## src/rtl/iter_divider.sv

```systemverilog
// iter_divider: radix-2 restoring divider for div.w/mod.w/div.wu/mod.wu; define DIV_BYPASS_EN to skip iteration when |dividend| < |divisor|
module iter_divider #(
    parameter int WIDTH  = 32,
    parameter int ADDR_W = 5
) (
    input  logic              Clk,
    input  logic              Rest,
    input  logic              DivAbleValue,
    input  logic [1:0]        DivMicOperate,
    input  logic [WIDTH-1:0]  Dividend,
    input  logic [WIDTH-1:0]  Divisor,
    input  logic [ADDR_W-1:0] ReDataAddr,
    input  logic              DivFlush,
    output logic              DivReady,
    output logic              ResultAbleValue,
    output logic [WIDTH-1:0]  ResultDate,
    output logic [ADDR_W-1:0] ResultAddr
);
    typedef enum logic [2:0] {IDLE, PREP, CALC, FIX, DONE} state_t;
    localparam int CW = $clog2(WIDTH);
    state_t            state;
    logic [1:0]        op;
    logic [WIDTH-1:0]  a, b, dvs, rem, quo, a_mag, b_mag, res;
    logic [ADDR_W-1:0] addr;
    logic [CW-1:0]     cnt;
    logic              qneg, rneg, zero, a_neg, b_neg;
    logic [WIDTH:0]    shifted, diff;

    assign DivReady = state == IDLE;

    // operand magnitudes, one restoring step, and the sign-corrected final result
    always_comb begin
        a_neg   = !op[1] && a[WIDTH-1];
        b_neg   = !op[1] && b[WIDTH-1];
        a_mag   = a_neg ? -a : a;
        b_mag   = b_neg ? -b : b;
        shifted = {rem, quo[WIDTH-1]};
        diff    = shifted - {1'b0, dvs};
        res     = op[0] ? (zero ? a : (rneg ? -rem : rem))
                        : (zero ? '1 : (qneg ? -quo : quo));
    end

    // control FSM, datapath registers and registered result outputs
    always_ff @(posedge Clk or negedge Rest) begin
        if (!Rest) begin
            state           <= IDLE;
            ResultAbleValue <= 1'b0;
            ResultDate      <= '0;
            ResultAddr      <= '0;
            op              <= '0;
            a               <= '0;
            b               <= '0;
            addr            <= '0;
            dvs             <= '0;
            rem             <= '0;
            quo             <= '0;
            cnt             <= '0;
            qneg            <= 1'b0;
            rneg            <= 1'b0;
            zero            <= 1'b0;
        end else if (DivFlush) begin
            state           <= IDLE;
            ResultAbleValue <= 1'b0;
        end else begin
            ResultAbleValue <= 1'b0;
            case (state)
                IDLE: if (DivAbleValue) begin
                    state <= PREP;
                    op    <= DivMicOperate;
                    a     <= Dividend;
                    b     <= Divisor;
                    addr  <= ReDataAddr;
                end
                PREP: begin
                    qneg <= a_neg ^ b_neg;
                    rneg <= a_neg;
                    zero <= b == '0;
                    dvs  <= b_mag;
                    rem  <= '0;
                    quo  <= a_mag;
                    cnt  <= CW'(WIDTH - 1);
`ifdef DIV_BYPASS_EN
                    if (b == '0 || a_mag < b_mag) begin
                        state <= FIX;
                        rem   <= a_mag;
                        quo   <= '0;
                    end else begin
                        state <= CALC;
                    end
`else
                    state <= (b == '0) ? FIX : CALC;
`endif
                end
                CALC: begin
                    rem <= diff[WIDTH] ? shifted[WIDTH-1:0] : diff[WIDTH-1:0];
                    quo <= {quo[WIDTH-2:0], !diff[WIDTH]};
                    cnt <= cnt - CW'(1);
                    if (cnt == '0) state <= FIX;
                end
                FIX: begin
                    ResultDate      <= res;
                    ResultAddr      <= addr;
                    ResultAbleValue <= 1'b1;
                    state           <= DONE;
                end
                default: state <= IDLE;
            endcase
        end
    end
endmodule

```

## config.mk

```make
export PLATFORM = sky130hd
export DESIGN_NAME = iter_divider
export DESIGN_NICKNAME = d
export VERILOG_FILES = /design/src/rtl/iter_divider.sv
export SDC_FILE = /design/constraint.sdc
export NUM_CORES = 1
export LEC_CHECK = 0
export ABC_AREA = 1
export CORE_UTILIZATION = 35
export CTS_BUF_LIST = sky130_fd_sc_hd__clkbuf_4 sky130_fd_sc_hd__clkbuf_8
export DETAILED_ROUTE_END_ITERATION = 8
export GPL_TIMING_DRIVEN = 1
export MAX_ROUTING_LAYER = met4
export SYNTH_ARGS = -nofsm -noshare
export SYNTH_HDL_FRONTEND = slang
export SYNTH_SLANG_ARGS = --single-unit
```

## constraint.sdc

```tcl
create_clock -name Clk -period 2.2 [get_ports Clk]
set_input_delay 0.44 -clock Clk [delete_from_list [all_inputs] [get_ports Clk]]
set_output_delay 0.44 -clock Clk [all_outputs]
set_load 0.05 [all_outputs]
```

# Word level (Yosys, flattened, before mapping)
# Cells that the tools add are included.
[word_totals]
ff_bits = 216
input_bits = 75
elab_cells = 59
[classes]
add_sub_neg = 6
eq_ne = 5
n_mux = 18
bitwise_logic = 2
reduce_logical = 13
[ops]
columns = ["op", "count"]
rows = [
  ["two-way mux 32 bit", 8],
  ["negation 32 bit", 4],
  ["case mux 32 bit (2 select lines)", 2],
  ["subtractor 33 x 32 -> 33 bit", 1],
  ["logical NOT 32 bit", 1],
  ["case mux 3 bit (4 select lines)", 1],
  ["case mux 5 bit (2 select lines)", 1],
  ["two-way mux 3 bit", 3],
  ["AND reduction 2 bit", 4],
  ["== test 3 x 2 -> 1 bit, second input constant", 2],
  ["inequality test 3 bit, second input constant", 2],
  ["logical NOT 5 bit", 1],
  ["subtractor 5 x 1 -> 5 bit, second input constant", 1],
  ["== test 3 x 1 -> 1 bit, second input constant", 1],
  ["logical NOT 3 bit", 1],
  ["two-way mux 1 bit", 3],
  ["AND reduction 3 bit", 1],
  ["logical AND 1 bit", 2],
  ["logical NOT 1 bit", 2],
  ["nonzero test 2 bit", 1],
  ["inverter 1 bit", 1],
  ["bitwise XOR 1 bit", 1],
]

# Logic depth before layout (Yosys ltp)
# Gate-level depths: netlist of the first run.
[depth]
word_depth = 4
mapped_depth = 18

# Worst setup path after synthesis of the first run
# Ideal clock, no wire load.
[synth_timing]
path_type = "register to register"
start = "register state[0]"
end = "register b[17]"
setup_ns = 0.128
arrival_time_ns = 2.146
t_required_ns = 2.072
slack_ns = -0.073
stages_incl_launch_ff = 5
n_path_buf = 1
period_less_slack_ns = 2.273
cell_sequence = "dfrtp_1 -> nor3_2 -> nand3_1 -> clkbuf_1 -> mux2_1"
[synth_via]
elab_chain_cells = 2
[synth_lines]
columns = ["item", "line", "rtl"]
rows = [
  ["from (decl)", "21", "state_t state;"],
  ["from (signal assigned)", "91", "state <= (b == '0) ? FIX : CALC;"],
  ["logical NOT 3 bit", "--", ""],
  ["net DivReady", "14", "output logic DivReady,"],
  ["AND reduction 3 bit (no line)", "--", ""],
  ["to (signal assigned)", "71", "b <= Divisor;"],
  ["to (decl)", "23", "logic [WIDTH-1:0] a, b, dvs, rem, quo, a_mag, b_mag, res;"],
]
# The timed path passes the listed nets, and every way through them passes these cells.
# A chain may end at the register's enable or synchronous reset.

# Worst setup path in the final report of the first run
[layout_timing]
start = "register dvs[0]"
end = "register rem[9]"
[layout_via]
elab_chain_cells = 3
[layout_lines]
columns = ["item", "line", "rtl"]
rows = [
  ["from (decl)", "23", ""],
  ["from (signal assigned)", "78", "dvs <= b_mag;"],
  ["subtractor 33 x 32 -> 33 bit", "38", "diff = shifted - {1'b0, dvs};"],
  ["two-way mux 32 bit", "95", "rem <= diff[WIDTH] ? shifted[WIDTH-1:0] : diff[WIDTH-1:0];"],
  ["case mux 32 bit (2 select lines)", "66", "case (state)"],
  ["to (signal assigned)", "95", ""],
  ["to (decl)", "23", ""],
]
# Every way passes these cells.

==> flow_summary_export.csv, run 1 <==
group,metric,value,unit
run_status,status,"finished, violations left",
run_status,violations,"setup timing",
critical_path,crit_path_max_fanout,7,
global_route,grt_use_total,27.2,%
place,dp_hpwl,47200,um
synth,ys.warnings.count,0,
finish,diodes,0,
clocking,clk_path_buf_depth,3,
power_and_ir_drop,power,27.7,mW
synth,synth.net_count,2582,
synth,yosysTopAreaCell,"dfrtp_1",
clocking,cts_sinks,216,
synth,synthTopCellsByArea,"dfrtp_1 34%, nand2_1 18%, nand3_1 7.9%",
finish,drive_gt1_share,17.6,%
timing,period_minus_slack,2330,ps
global_route,antenna_found_initial,0,
synth,synth_top_area_share,34.1,%
timing,max_slew.worst_pin.slew,570,ps
timing,max-slew-margin-rel,61.9,%
clocking,clk_latency,620,ps
timing,period_share,106,%
power_and_ir_drop,leakage,10.9,nW
floorplan,core,44400,um2
floorplan,pin_count,114,
timing,worst_clock_skew,48.6,ps
place,dpl_cell_area,18800,um2
timing,post-route-worst-setup-slack,-134,ps
finish,fillers,4585,
clocking,cts_made_buffers,42,
power_and_ir_drop,power_frac_seq,25.5,%
timing,hold_viol_final,0,
critical_path,worstSetupPathType,"reg2reg",
global_route,grt_pass1_vias,16146,
floorplan,initial_core_util,35.7,%
clocking,h-tree-depth,2,
finish,syn_to_final_growth,31.1,%
place,gp_congestion,0.970,
floorplan,die_area,46100,um2
critical_path,cp-end-kind,"register",
route,drt_wl_total,60900,um
synth,ys_types,51,
floorplan,num_rows,77,
synth,synth_flop_cell,"dfrtp_1",
synth,synthCells,2468,
power_and_ir_drop,p_switching,14.0,mW
timing,whs,358,ps
synth,syn_area_per_cell,6.42,um2
clocking,clk_pin_slew_worst_paths,60,ps
timing,rsz0062_at_grt,"true",
route,vias,16998,
worst_hold_path,hold_path_class,"in2async",
synth,synth_edf_count,0,
finish,final_cells,3366,
power_and_ir_drop,p_comb_share,57.9,%
timing,setup_viol,33,
place,io_buffers,113,
global_route,grt_overflow,0,
timing,fin_setup_tns,-3110,ps
critical_path,crit_path_start_kind,"register",
clocking,root_buffer,"clkbuf_8",
power_and_ir_drop,vdd_drop_max,0.685,mV
global_route,grt_pass1_wl,94800,um
route,wl_per_cell,18.1,um
floorplan,die_h,215,um
power_and_ir_drop,swShare,50.4,%
place,dp.cells,3256,
finish,multi_input_area,9610,um2
critical_path,critical_path_arrival,2820,ps
route,drt_pass1_iterations,5,
synth,syn_area,15800,um2
route,drc,0,
run,cap_violations,0,
power_and_ir_drop,p_int,13.8,mW
finish,nets,2854,
finish,final-seq-area,5410,um2
finish,fin_area,20800,um2
power_and_ir_drop,clkPwrFrac,16.5,%
clocking,cts_tree,"yes",
timing,clock.fmax,428,MHz
critical_path,required,2680,ps
route,drtIter0Drc,1546,
power_and_ir_drop,power.density,1330,nW/um2
synth,ys_async_sr_fraction,100,%
synth,yosys_register_bits,216,
route,ant_nets,0,
floorplan,die_x,215,um
synth,seq_area_frac_synth,34.1,%
global_route,grt_max_degree,62,
route,viasPerCell,5.05,
timing,drv_slew,0,
-- sequential cells by signal, summed over array words and instances (netlist names), 2 cells and up --
name and count:
rem 32, ResultAddr 5, addr 5, a 32, cnt 5, state 3
dvs 32, b 32, op 2, quo 32, ResultDate 32
-- cell usage in the layout, fill, tap and decap left out, types with 22 or more instances in the layout --
master	count
buf_4	175
dfrtp_1	215
inv_1	299
nand2_2	47
clkdlybuf4s50_1	73
a21oi_1	147
clkbuf_8	56
nor2_1	261
ha_4	22
xor2_1	25
o21ai_0	126
nand4_1	27
nand3_2	38
nand3_1	211
inv_2	27
nand2_1	721
dlygate4sd2_1	37
-- layout make-up --
class	instances	area share, %
clock inverter	14	0.603
tap	592	3.57
multi-input combinational	1841	46.3
clock buffer	64	4.00
timing repair buffer	310	13.6
inverter	329	5.95
sequential	216	26.0
-- cell usage after synthesis (7+ instances only) --
cell type and instances:
nand4_1 27, xor2_1 26, o211ai_1 19, nand3b_1 11, o21bai_1 7, nand2_2 12
nand3_1 251, o21ai_1 7, mux2_2 14, inv_1 322, a21oi_1 150, o21ai_0 130
nor3_1 20, o22ai_1 8, ha_1 38, buf_1 7, nor2_1 280, dfrtp_1 216
clkbuf_1 49, buf_2 19, a31oi_1 11, xnor2_1 14, nand2_1 761
-- routing by layer --
layer  share of wire, %  vias up  wire [um]  GRT usage, %
met1                 49     7941      29700          39.5
met4                2.0        0       1230          6.24
met2                 44      531      26600          40.6
li1                   -     8452          -             -
met3                5.5       74       3380          2.73
met5                  0        -          0             -
-- timing repair --
| action | 4_1_cts | 5_1_grt |
|---|---|---|
| gates resized for setup | 130 | 83 |
| cloned | 4 | 0 |
| pin swaps | 32 | 33 |
| setup endpoints to repair | 75 | 54 |
| hold endpoints to repair | 55 | 0 |
| buffers inserted | 19 | 9 |
| hold buffers | 1 | 0 |
-- power groups by stage --
stage                     sequential [mW]  combinational, mW  clock [mW]
after CTS                            7.03               15.5        4.67
final                                7.07               16.1        4.58
after floorplan                      7.67               8.34           0
after global routing                 7.29               17.7        4.82
after global placement               7.03               15.1           0
after detailed placement             7.06               15.2           0
-- through the flow --
step	worst slack, ps	utilization [%]
floorplan	44.6	-
global placement	-219	42.3
detailed placement	-241	42.3
CTS	-101	45.9
global route	-260	46.8
finish	-134	46.8
-- final timing paths --
check                                 to     startpoint  slack (ps)  cells past startpoint
max                               rem[9]         dvs[0]        -130                     17
min                                b[12]           Rest         360                      2
max reg2reg                       rem[9]         dvs[0]        -130                     17
min reg2reg                ResultAddr[4]  ResultAddr[4]         480                      2
max in group asynchronous         rem[1]           Rest        1160                      3
min in group Clk                   b[22]    Divisor[22]         380                      3
-- cells by family after synthesis --
| group | Yosys count | share of synthesized area (%) |
|---|---|---|
| AND/OR/NAND/NOR | 1393 | 37.0 |
| buffers and inverters | 414 | 10.3 |
| AO/OA/AOI/OAI | 350 | 12.0 |
| flip-flops | 216 | 34.1 |
| XOR/XNOR | 40 | 2.21 |
| adder cells (fa/ha/maj) | 39 | 3.13 |
| multiplexers | 16 | 1.14 |
-- worst max-delay path, stage by stage (launching register included) --
cell and delay [ps]:
dfrtp_1 410, ha_4 210, fa_2 390, inv_2 70, nand2_2 50, nand2_2 60, nand3_2 60, nand2_2 70
nand2_2 50, nand2_2 90, nand2_4 80, nand2_4 100, nand2_8 90, buf_12 160, nand2_8 80, nand2_2 60
nand3_2 70, nand2_1 60
No activity file was read; power rests on OpenSTA's default activity.
==> inputs of run 2 (changes only) <==
--- a/config.mk
+++ b/config.mk
@@ -6,6 +6,7 @@
 export NUM_CORES = 1
 export LEC_CHECK = 0
 export ABC_AREA = 1
+export CORE_MARGIN = 8
 export CORE_UTILIZATION = 35
 export CTS_BUF_LIST = sky130_fd_sc_hd__clkbuf_4 sky130_fd_sc_hd__clkbuf_8
 export DETAILED_ROUTE_END_ITERATION = 8
==> flow_summary_export.csv, run 2 (synthesized netlist as in run 1, its figures left out) <==
group,metric,value,unit
global_route,antenna_found_initial,2,
timing,post-route-worst-setup-slack,-34.0,ps
floorplan,initial_core_util,35.2,%
critical_path,required,2710,ps
global_route,grt_use_total,23.9,%
finish,mostFrequentLayoutCells,"732 x nand2_1, 305 x inv_1, 256 x nor2_1",
place,dp.cells,3282,
run_status,violations,"setup timing",
power_and_ir_drop,leakage,10.9,nW
finish,syn_to_final_growth,31.9,%
critical_path,crit_path_max_fanout,7,
global_route,grt_overflow,0,
route,drtIter0Drc,1745,
route,wl_per_cell,18.7,um
clocking,root_buffer,"clkbuf_8",
power_and_ir_drop,power.density,1340,nW/um2
critical_path,worstSetupStartpoint,"dvs[0]",
timing,drv_slew,0,
critical_path,cp-end-kind,"register",
critical_path,worstSetupPathType,"reg2reg",
floorplan,die_area,52300,um2
place,gp_congestion,0.995,
finish,final_common_cell,"nand2_1",
critical_path,r2r_start,"dvs[0]",
power_and_ir_drop,power,28.1,mW
global_route,grt_pass1_vias,16617,
clocking,clk_pin_slew_worst_paths,60,ps
place,io_buffers,113,
critical_path,crit_path_start_kind,"register",
floorplan,pin_count,114,
route,drt_wl_total,63200,um
floorplan,core,45000,um2
finish,drive_gt1_share,17.3,%
route,ant_nets,0,
timing,max_slew.worst_pin.slew,629,ps
place,dp_hpwl,49200,um
timing,max-slew-margin-rel,58.1,%
timing,whs,360,ps
timing,clock.fmax,448,MHz
clocking,cts_sinks,216,
global_route,grt_pass1_wl,96600,um
timing,period_minus_slack,2230,ps
clocking,clk_path_buf_depth,3,
timing,hold_viol_final,0,
floorplan,die_h,229,um
power_and_ir_drop,vdd_drop_max,0.761,mV
timing,worst_clock_skew,33.6,ps
place,pre_cts_ws,-169,ps
critical_path,crit_top_cell,"nand2_2",
clocking,cts_tree,"yes",
route,vias,17316,
floorplan,die_x,229,um
finish,post-route-util,46.4,%
critical_path,worstRegToRegCells,16,
route,drc,0,
critical_path,critical_path_arrival,2740,ps
run_status,status,"finished, violations left",
timing,rsz0062_at_grt,"true",
clocking,cts_made_buffers,43,
clocking,h-tree-depth,2,
clocking,clk_latency,630,ps
critical_path,worstPathCellList,"ha_2, fa_2, inv_2, nand2_2, nand2_2, nand3_2, nand2_2, nand2_2, nand2_4, nand2_8, nand2_8, nand2_8, nand2_8, nand2_2, nand3_2, nand2_1",
route,drt_pass1_iterations,8,
finish,fillers,4690,
finish,nets,2860,
floorplan,num_rows,78,
timing,period_share,102,%
worst_hold_path,hold_path_class,"in2async",
critical_path,critical_path_cell_count,16,
critical_path,path_buf_inv,1,
critical_path,crit_family,"simple AND/OR/NAND/NOR gates",
global_route,grt_max_degree,62,
run,cap_violations,0,
timing,setup_viol,18,
critical_path,slowest_delay,390,ps
critical_path,critPathSlowestCell,"dfrtp_1",
route,viasPerCell,5.12,
finish,final_cells,3381,
==> run 2: changes by cell type in the layout (fill, tap and decap cells not counted), moves of 5 or more <==
cell,before,now
inv_2,27,21
clkbuf_4,8,13
nand2_4,8,3
nand2_1,721,732
nand2_2,47,39
nor2_1,261,256
inv_1,299,305
==> run 2: per-stage QoR <==
step	setup TNS, ps	instance area [um2]
floorplan	0	15900
global placement	-766	18900
detailed placement	-2050	18900
CTS	-0.0866	20100
global route	-3780	20900
finish	-295	20900
==> run 2: worst paths after layout <==
path                                  endpoint  slack, ps
worst max-delay path                   rem[30]        -30
worst min-delay path                     b[17]        360
worst max register to register         rem[30]        -30
worst min register to register  ResultDate[31]        470
max in group asynchronous       ResultDate[23]       1020
min in group Clk                          b[6]        400
==> run 2: power by group <==
part           leakage, nW  internal, mW  switching [mW]
sequential            2.63          5.60            1.47
clock                0.522          2.80            1.96
combinational         7.79          5.63            10.6
total                 10.9          14.0            14.0
==> run 2: repair_timing <==
item	CTS	global route
resized for setup	72	135
hold buffers	1	0
setup endpoints to repair	72	60
setup buffers	4	6
gates cloned	2	7
endpoints found under the hold margin	54	0
pin swaps	5	53
==> run 2: routing by layer <==
| metal | up-vias | global-route usage [%] | wire length (um) |
|---|---|---|---|
| met3 | 93 | 3.50 | 4210 |
| met1 | 8119 | 33.6 | 30300 |
| met4 | 0 | 7.20 | 1680 |
| met2 | 637 | 35.1 | 27100 |
| li1 | 8467 | - | - |
| met5 | - | - | 0 |
==> run 2: cell type report <==
type / instances / area [um2] / area share [%]
inverter: 329 / 1230 / 5.91
clock inverter: 11 / 148 / 0.707
sequential: 216 / 5410 / 25.9
tap: 600 / 751 / 3.59
clock buffer: 67 / 841 / 4.02
timing repair buffer: 314 / 2890 / 13.8
multi-input combinational: 1842 / 9620 / 46.0
antenna: 2 / 5.00 / 0.0240
